==> config.mk <==
export PLATFORM = sky130hd
export DESIGN_NAME = imm_gen_stage_flat
export DESIGN_NICKNAME = d
export VERILOG_FILES = /design/src/rtl/imm_pkg.sv /design/src/rtl/imm_gen_stage_if.sv /design/src/rtl/imm_decode.sv /design/src/rtl/imm_gen_stage.sv /design/src/flat_wrapper.sv
export SDC_FILE = /design/constraint.sdc
export NUM_CORES = 1
export LEC_CHECK = 0
export ABC_AREA = 1
export CORE_ASPECT_RATIO = 1.1
export CORE_MARGIN = 1
export CORE_UTILIZATION = 25
export DETAILED_ROUTE_END_ITERATION = 8
export HOLD_SLACK_MARGIN = 0.06
export SYNTH_ARGS = -nofsm -noshare
export SYNTH_HDL_FRONTEND = slang
export SYNTH_SLANG_ARGS = --single-unit
==> constraint.sdc <==
create_clock -name clk -period 3.4 [get_ports clk]
set_input_delay 0.51 -clock clk [delete_from_list [all_inputs] [get_ports clk]]
set_output_delay 0.51 -clock clk [all_outputs]
set_load 0.1 [all_outputs]
==> src/rtl/imm_pkg.sv <==
// Shared format codes and opcode constants for the decode-stage immediate generator.
package imm_pkg;

  typedef enum logic [2:0] {
    FMT_I    = 3'd0,
    FMT_S    = 3'd1,
    FMT_B    = 3'd2,
    FMT_U    = 3'd3,
    FMT_J    = 3'd4,
    FMT_NONE = 3'd7
  } fmt_e;

  localparam logic [6:0] OPC_LOAD    = 7'b0000011;
  localparam logic [6:0] OPC_OPIMM   = 7'b0010011;
  localparam logic [6:0] OPC_JALR    = 7'b1100111;
  localparam logic [6:0] OPC_SYSTEM  = 7'b1110011;
  localparam logic [6:0] OPC_OPIMM32 = 7'b0011011;
  localparam logic [6:0] OPC_STORE   = 7'b0100011;
  localparam logic [6:0] OPC_BRANCH  = 7'b1100011;
  localparam logic [6:0] OPC_LUI     = 7'b0110111;
  localparam logic [6:0] OPC_AUIPC   = 7'b0010111;
  localparam logic [6:0] OPC_JAL     = 7'b1101111;

endpackage

==> src/rtl/imm_gen_stage_if.sv <==
// Fetch-side and regfile-side valid/ready handshake of the immediate generator stage.
interface imm_gen_stage_if #(
    parameter int XLEN = 32
);
    logic            in_valid;
    logic            in_ready;
    logic [31:0]     in_instr;
    logic [XLEN-1:0] in_pc;
    logic            out_valid;
    logic            out_ready;
    logic [XLEN-1:0] out_imm;
    logic [2:0]      out_fmt;
    logic [XLEN-1:0] out_target;
    logic [XLEN-1:0] out_pc;
    logic            out_illegal;

    modport master (
        output in_valid, in_instr, in_pc, out_ready,
        input  in_ready, out_valid, out_imm, out_fmt, out_target, out_pc, out_illegal
    );

    modport slave (
        input  in_valid, in_instr, in_pc, out_ready,
        output in_ready, out_valid, out_imm, out_fmt, out_target, out_pc, out_illegal
    );
endinterface

==> src/rtl/imm_decode.sv <==
// Combinational format decode and sign-extended immediate extraction.
module imm_decode
    import imm_pkg::*;
#(
    parameter int XLEN = 32
) (
    input  logic [31:0]             instr,
    output fmt_e                    fmt,
    output logic signed [XLEN-1:0]  imm,
    output logic                    illegal
);
    logic signed [31:0] imm32;

    always_comb begin
        fmt     = FMT_NONE;
        imm32   = '0;
        illegal = 1'b0;
        case (instr[6:0])
            OPC_LOAD, OPC_OPIMM, OPC_JALR, OPC_SYSTEM: begin
                fmt   = FMT_I;
                imm32 = {{20{instr[31]}}, instr[31:20]};
            end
            OPC_OPIMM32: begin
                // Word-sized ALU ops only exist on RV64.
                if (XLEN == 64) begin
                    fmt   = FMT_I;
                    imm32 = {{20{instr[31]}}, instr[31:20]};
                end else begin
                    illegal = 1'b1;
                end
            end
            OPC_STORE: begin
                fmt   = FMT_S;
                imm32 = {{20{instr[31]}}, instr[31:25], instr[11:7]};
            end
            OPC_BRANCH: begin
                fmt   = FMT_B;
                imm32 = {{19{instr[31]}}, instr[31], instr[7], instr[30:25], instr[11:8], 1'b0};
            end
            OPC_LUI, OPC_AUIPC: begin
                fmt   = FMT_U;
                imm32 = {instr[31:12], 12'b0};
            end
            OPC_JAL: begin
                fmt   = FMT_J;
                imm32 = {{11{instr[31]}}, instr[31], instr[19:12], instr[20], instr[30:21], 1'b0};
            end
            default: illegal = 1'b1;
        endcase
    end

    assign imm = XLEN'(imm32);
endmodule

==> src/rtl/imm_gen_stage.sv <==
// Registered immediate generator: decode, pc+imm target, 2-entry skid buffer, illegal counter.
module imm_gen_stage
    import imm_pkg::*;
#(
    parameter int XLEN  = 32,
    parameter int CNT_W = 16
) (
    input  logic              clk,
    input  logic              rst,
    imm_gen_stage_if.slave    bus,
    input  logic              cnt_clr,
    output logic [CNT_W-1:0]  illegal_cnt
);
    fmt_e                   fmt_p0;
    logic signed [XLEN-1:0] imm_p0;
    logic signed [XLEN-1:0] pc_p0;
    logic signed [XLEN-1:0] tgt_p0;
    logic                   ill_p0;

    logic                   vld_p1;
    fmt_e                   fmt_p1;
    logic signed [XLEN-1:0] imm_p1, tgt_p1, pc_p1;
    logic                   ill_p1;

    logic                   skid_full;
    fmt_e                   fmt_sk;
    logic signed [XLEN-1:0] imm_sk, tgt_sk, pc_sk;
    logic                   ill_sk;

    logic accept;
    logic main_free;

    function automatic logic [CNT_W-1:0] sat_inc(input logic [CNT_W-1:0] c);
        return (&c) ? c : c + 1'b1;
    endfunction

    // Stage p0: combinational decode and target adder on the incoming word.
    imm_decode #(.XLEN(XLEN)) u_dec (
        .instr   (bus.in_instr),
        .fmt     (fmt_p0),
        .imm     (imm_p0),
        .illegal (ill_p0)
    );

    assign pc_p0     = bus.in_pc;
    assign tgt_p0    = pc_p0 + imm_p0;
    assign bus.in_ready = !skid_full && !rst;
    assign accept    = bus.in_valid && bus.in_ready;
    assign main_free = !vld_p1 || bus.out_ready;

    // Stage p1: main output register backed by a single skid entry.
    always_ff @(posedge clk) begin
        if (rst) begin
            vld_p1    <= 1'b0;
            fmt_p1    <= FMT_NONE;
            imm_p1    <= '0;
            tgt_p1    <= '0;
            pc_p1     <= '0;
            ill_p1    <= 1'b0;
            skid_full <= 1'b0;
            fmt_sk    <= FMT_NONE;
            imm_sk    <= '0;
            tgt_sk    <= '0;
            pc_sk     <= '0;
            ill_sk    <= 1'b0;
        end else if (main_free) begin
            if (skid_full) begin
                vld_p1    <= 1'b1;
                fmt_p1    <= fmt_sk;
                imm_p1    <= imm_sk;
                tgt_p1    <= tgt_sk;
                pc_p1     <= pc_sk;
                ill_p1    <= ill_sk;
                skid_full <= 1'b0;
            end else if (accept) begin
                vld_p1 <= 1'b1;
                fmt_p1 <= fmt_p0;
                imm_p1 <= imm_p0;
                tgt_p1 <= tgt_p0;
                pc_p1  <= pc_p0;
                ill_p1 <= ill_p0;
            end else begin
                vld_p1 <= 1'b0;
            end
        end else if (accept) begin
            skid_full <= 1'b1;
            fmt_sk    <= fmt_p0;
            imm_sk    <= imm_p0;
            tgt_sk    <= tgt_p0;
            pc_sk     <= pc_p0;
            ill_sk    <= ill_p0;
        end
    end

    always_ff @(posedge clk) begin
        if (rst || cnt_clr) begin
            illegal_cnt <= '0;
        end else if (accept && ill_p0) begin
            illegal_cnt <= sat_inc(illegal_cnt);
        end
    end

    assign bus.out_valid   = vld_p1;
    assign bus.out_fmt     = fmt_p1;
    assign bus.out_imm     = imm_p1;
    assign bus.out_target  = tgt_p1;
    assign bus.out_pc      = pc_p1;
    assign bus.out_illegal = ill_p1;
endmodule

==> src/flat_wrapper.sv <==
// flat-port wrapper written by rule: the top's interface ports become plain ports
module imm_gen_stage_flat import imm_pkg::*;
#(
    parameter int XLEN  = 32,
    parameter int CNT_W = 16
)
  (clk, rst, cnt_clr, illegal_cnt, bus_in_valid, bus_in_instr, bus_in_pc, bus_out_ready, bus_in_ready, bus_out_valid, bus_out_imm, bus_out_fmt, bus_out_target, bus_out_pc, bus_out_illegal);
  imm_gen_stage_if #(.XLEN(XLEN)) bus_i ();
  input  logic clk;
  input  logic rst;
  input  logic cnt_clr;
  output logic [CNT_W-1:0] illegal_cnt;
  input wire logic [$bits(bus_i.in_valid)-1:0] bus_in_valid;
  input wire logic [$bits(bus_i.in_instr)-1:0] bus_in_instr;
  input wire logic [$bits(bus_i.in_pc)-1:0] bus_in_pc;
  input wire logic [$bits(bus_i.out_ready)-1:0] bus_out_ready;
  output wire logic [$bits(bus_i.in_ready)-1:0] bus_in_ready;
  output wire logic [$bits(bus_i.out_valid)-1:0] bus_out_valid;
  output wire logic [$bits(bus_i.out_imm)-1:0] bus_out_imm;
  output wire logic [$bits(bus_i.out_fmt)-1:0] bus_out_fmt;
  output wire logic [$bits(bus_i.out_target)-1:0] bus_out_target;
  output wire logic [$bits(bus_i.out_pc)-1:0] bus_out_pc;
  output wire logic [$bits(bus_i.out_illegal)-1:0] bus_out_illegal;
  assign bus_i.in_valid = bus_in_valid;
  assign bus_i.in_instr = bus_in_instr;
  assign bus_i.in_pc = bus_in_pc;
  assign bus_i.out_ready = bus_out_ready;
  assign bus_in_ready = bus_i.in_ready;
  assign bus_out_valid = bus_i.out_valid;
  assign bus_out_imm = bus_i.out_imm;
  assign bus_out_fmt = bus_i.out_fmt;
  assign bus_out_target = bus_i.out_target;
  assign bus_out_pc = bus_i.out_pc;
  assign bus_out_illegal = bus_i.out_illegal;
  imm_gen_stage #(.XLEN(XLEN), .CNT_W(CNT_W)) u_core (.clk(clk), .rst(rst), .bus(bus_i), .cnt_clr(cnt_clr), .illegal_cnt(illegal_cnt));
endmodule
==> metrics.txt <==
htree depth=1; sequential area share after synthesis=37.5%; Synth Register Bits=roughly 220; row cnt=just over 80; skew final=approximately 11 ps; clk sinks=roughly 220; Clock Tree Root=clkbuf_16; Worst-Margin Slew=between 1000 and 1500 ps; hold path start=u_core.fmt_sk[2]$_SDFFE_PP1P_; final setup TNS=0 ps; worst hold path depth=2; final setup fails=0; vias=~12000; Most used DFF post-synth=dfxtp_1; DRC viols=0; layout cells sized above 1=14.4%; Max FO, Critical Path=4; commonest non-fill, non-tap cell in the layout=nand2_1; Place WS=-598 ps; global-route wire length before repair=a little under 70 mm; Req. time, crit path=3880 ps; syn_nets=roughly 1900; IO Port Bufs=approximately 190; Area Growth Syn to Fin=37.8%; worst path arrival time=3660 ps; CORE AREA=roughly 46000 sq um; maximum VDD drop=approximately 0.00035 V; post-DP HPWL=31.0 mm; total CTS buffers=27; Mapped Cells=between 1500 and 2000; 1st-pass router iterations=5; Cell Pwr Density=~460 nW/um^2; Max-cap violations=0; Pleak=between 7 and 8 nW; Synth warnings=0; final non-filler cell area=between 15000 and 20000 sq um; Initial DRC Count=697; Rel. slew slack=31.0%; Slowest-stage cell, CP=clkdlybuf4s50_1; nets@finish=around 2100; fin worst setup slack=219 ps; Max Fclk=~0.31 GHz; fin cells=~2600; pin count of the biggest net entering global routing=about 120; worst setup path category=input pin to flip-flop; biggest area consumer among synthesized cells=dfxtp_1; startpoint class of the critical path=input pin; Cell Area, Placed=~15000 sq um; GRT Overall Usage=about 18%; die footprint=around 47000 sq um; synthesized cell area=11600 sq um; Unique masters post-synth=40; endpoint class of the critical path=flip-flop; Async SR Flop Fraction=0%; Inst Count DP=between 2000 and 3000; largest cells by area after synthesis=dfxtp_1, nand2_1, nor2_1; I/O pins=~190; Reg-to-Reg Start=u_core.skid_full$_SDFFE_PP0P_; CP startpoint=bus_in_instr[4]; Final Max Slew Viols=0; Worst Path Buf+Inv=6; period utilisation layout=93.6%; final hold slack=462 ps; initial antenna violation count=0; wire per inst=between 15 and 20 um; Die Height=about 230 um; Post-Route WL=~43 mm; Initial Util=25.4%; ant diodes=0; instance count on the critical path=23; overall power=about 7.4 mW; clk_lat worst skew=550 ps; crit-path cells=clkdlybuf4s50_1 > inv_1 > nand2_4 > nor2_4 > nand2_2 > buf_4 > nand2_2 > nor2_4 > o21ai_2 > buf_4 > ha_1 > inv_1 > fa_2 > inv_1 > nand3_1 > nand3_1 > nand2_1 > nand2_1 > nand2_1 > nand2_2 > xor2_1 > o21ai_0 > a21oi_1; TritonCTS clock tree=yes; family with the most delay on the worst path=buffers and inverters; R2R depth=10; most frequent cells in the layout=nand2_1, nor2_1, dfxtp_1; Yosys top cell area share=between 30% and 40%; cts hold-fix bufs=0; Antenna Nets Post-Route=0; die extent in x=208 um; Worst Hold Class=flip-flop to flip-flop; syn_area_per_cell=roughly 6.6 sq um; vias in the first global route=between 10000 and 15000; status=finished clean; Max Buffers Root-to-Sink=3; delay of the slowest critical-path stage=470 ps; final hold vios=0; EDFF count, synth=0; Placer Congestion=a little under 0.9; Clock transition at path regs=around 60 ps; share of the core filled with cells=between 30% and 40%; detail-routed via count per cell=between 4 and 5; min cycle time layout=around 3200 ps; GRT Residual Overflow=0
final timing paths:
check / to / slack (ps)
max: u_core.bus.out_target[14]$_SDFFE_PP0P_ / 220
min: u_core.fmt_sk[2]$_SDFFE_PP1P_ / 460
max reg2reg: u_core.bus.out_target[31]$_SDFFE_PP0P_ / 1380
min reg2reg: u_core.fmt_sk[2]$_SDFFE_PP1P_ / 460
cells by family after synthesis:
group,share of synthesized area (%)
and+or+nand+nor,28.7
AOI/OAI and AO/OA,19.1
buffers and inverters,9.72
DFF,37.5
adders and majority gates,3.61
xor gates and xnor gates,1.36
where the power goes:
group / internal [mW] / total (mW) / switching (mW)
clock network: 1.91 / 3.12 / 1.22
registers: 2.66 / 2.72 / 0.0611
logic: 0.452 / 1.59 / 1.14
total: 5.02 / 7.44 / 2.42
tightest hold or removal path, delay by kind of cell, from the launching register on:
| family | cells | cell delay [ps] |
|---|---|---|
| and+or+nand+nor | 1 | 60 |
| DFF | 1 | 320 |
| AOI/OAI and AO/OA | 1 | 60 |
flip-flops by register name, indices dropped and copies added (netlist names):
| register | count |
|---|---|
| u_core.illegal_cnt | 16 |
| u_core.tgt_sk | 32 |
| u_core.bus.out_target | 32 |
| u_core.bus.out_imm | 32 |
| u_core.bus.out_illegal | 1 |
| u_core.bus.out_pc | 32 |
| u_core.bus.out_fmt | 3 |
| u_core.imm_sk | 32 |
| u_core.fmt_sk | 3 |
| u_core.pc_sk | 32 |
| u_core.ill_sk | 1 |
| u_core.skid_full | 1 |
| u_core.bus.out_valid | 1 |
layout make-up:
type / instances / area, sq um
repair buffers: 331 / 2950
fillers: 4915 / 29700
inverters: 204 / 771
well taps: 588 / 736
clock inverters: 14 / 199
clock buffers: 36 / 769
multi-input cells: 1257 / 6240
flip-flops and latches: 218 / 4370
Yosys cell counts (2+ instances only):
cell type / n
nand2_1: 409
nor2_1: 249
dfxtp_1: 218
inv_1: 192
o21ai_0: 168
a21oi_1: 160
nand3_1: 83
clkbuf_1: 55
a31oi_1: 35
ha_1: 32
o211ai_1: 29
buf_2: 20
buf_1: 15
xor2_1: 15
nor3_1: 13
inv_2: 10
nand4_1: 8
o21ai_1: 8
nand2_4: 6
nand2_2: 5
nor2_4: 5
o21bai_1: 5
nor2_2: 4
nor2_8: 4
xnor2_1: 3
nand3b_1: 2
nor3b_1: 2
o21a_1: 2
repair_timing:
action                     4_1_cts  5_1_grt
resized for setup                1       27
pin swaps                        0        3
setup endpoints to repair        9       46
buffers inserted                 0        1
metal layers:
layer | up-vias | routed length [um] | global-route usage (%)
met5 | - | 0 | 0
li1 | 6260 | - | -
met4 | 0 | 1100 | 5.30
met2 | 287 | 20700 | 30.8
met3 | 59 | 1620 | 1.94
met1 | 5678 | 19500 | 23.3
No activity file was read; power rests on OpenSTA's default activity.
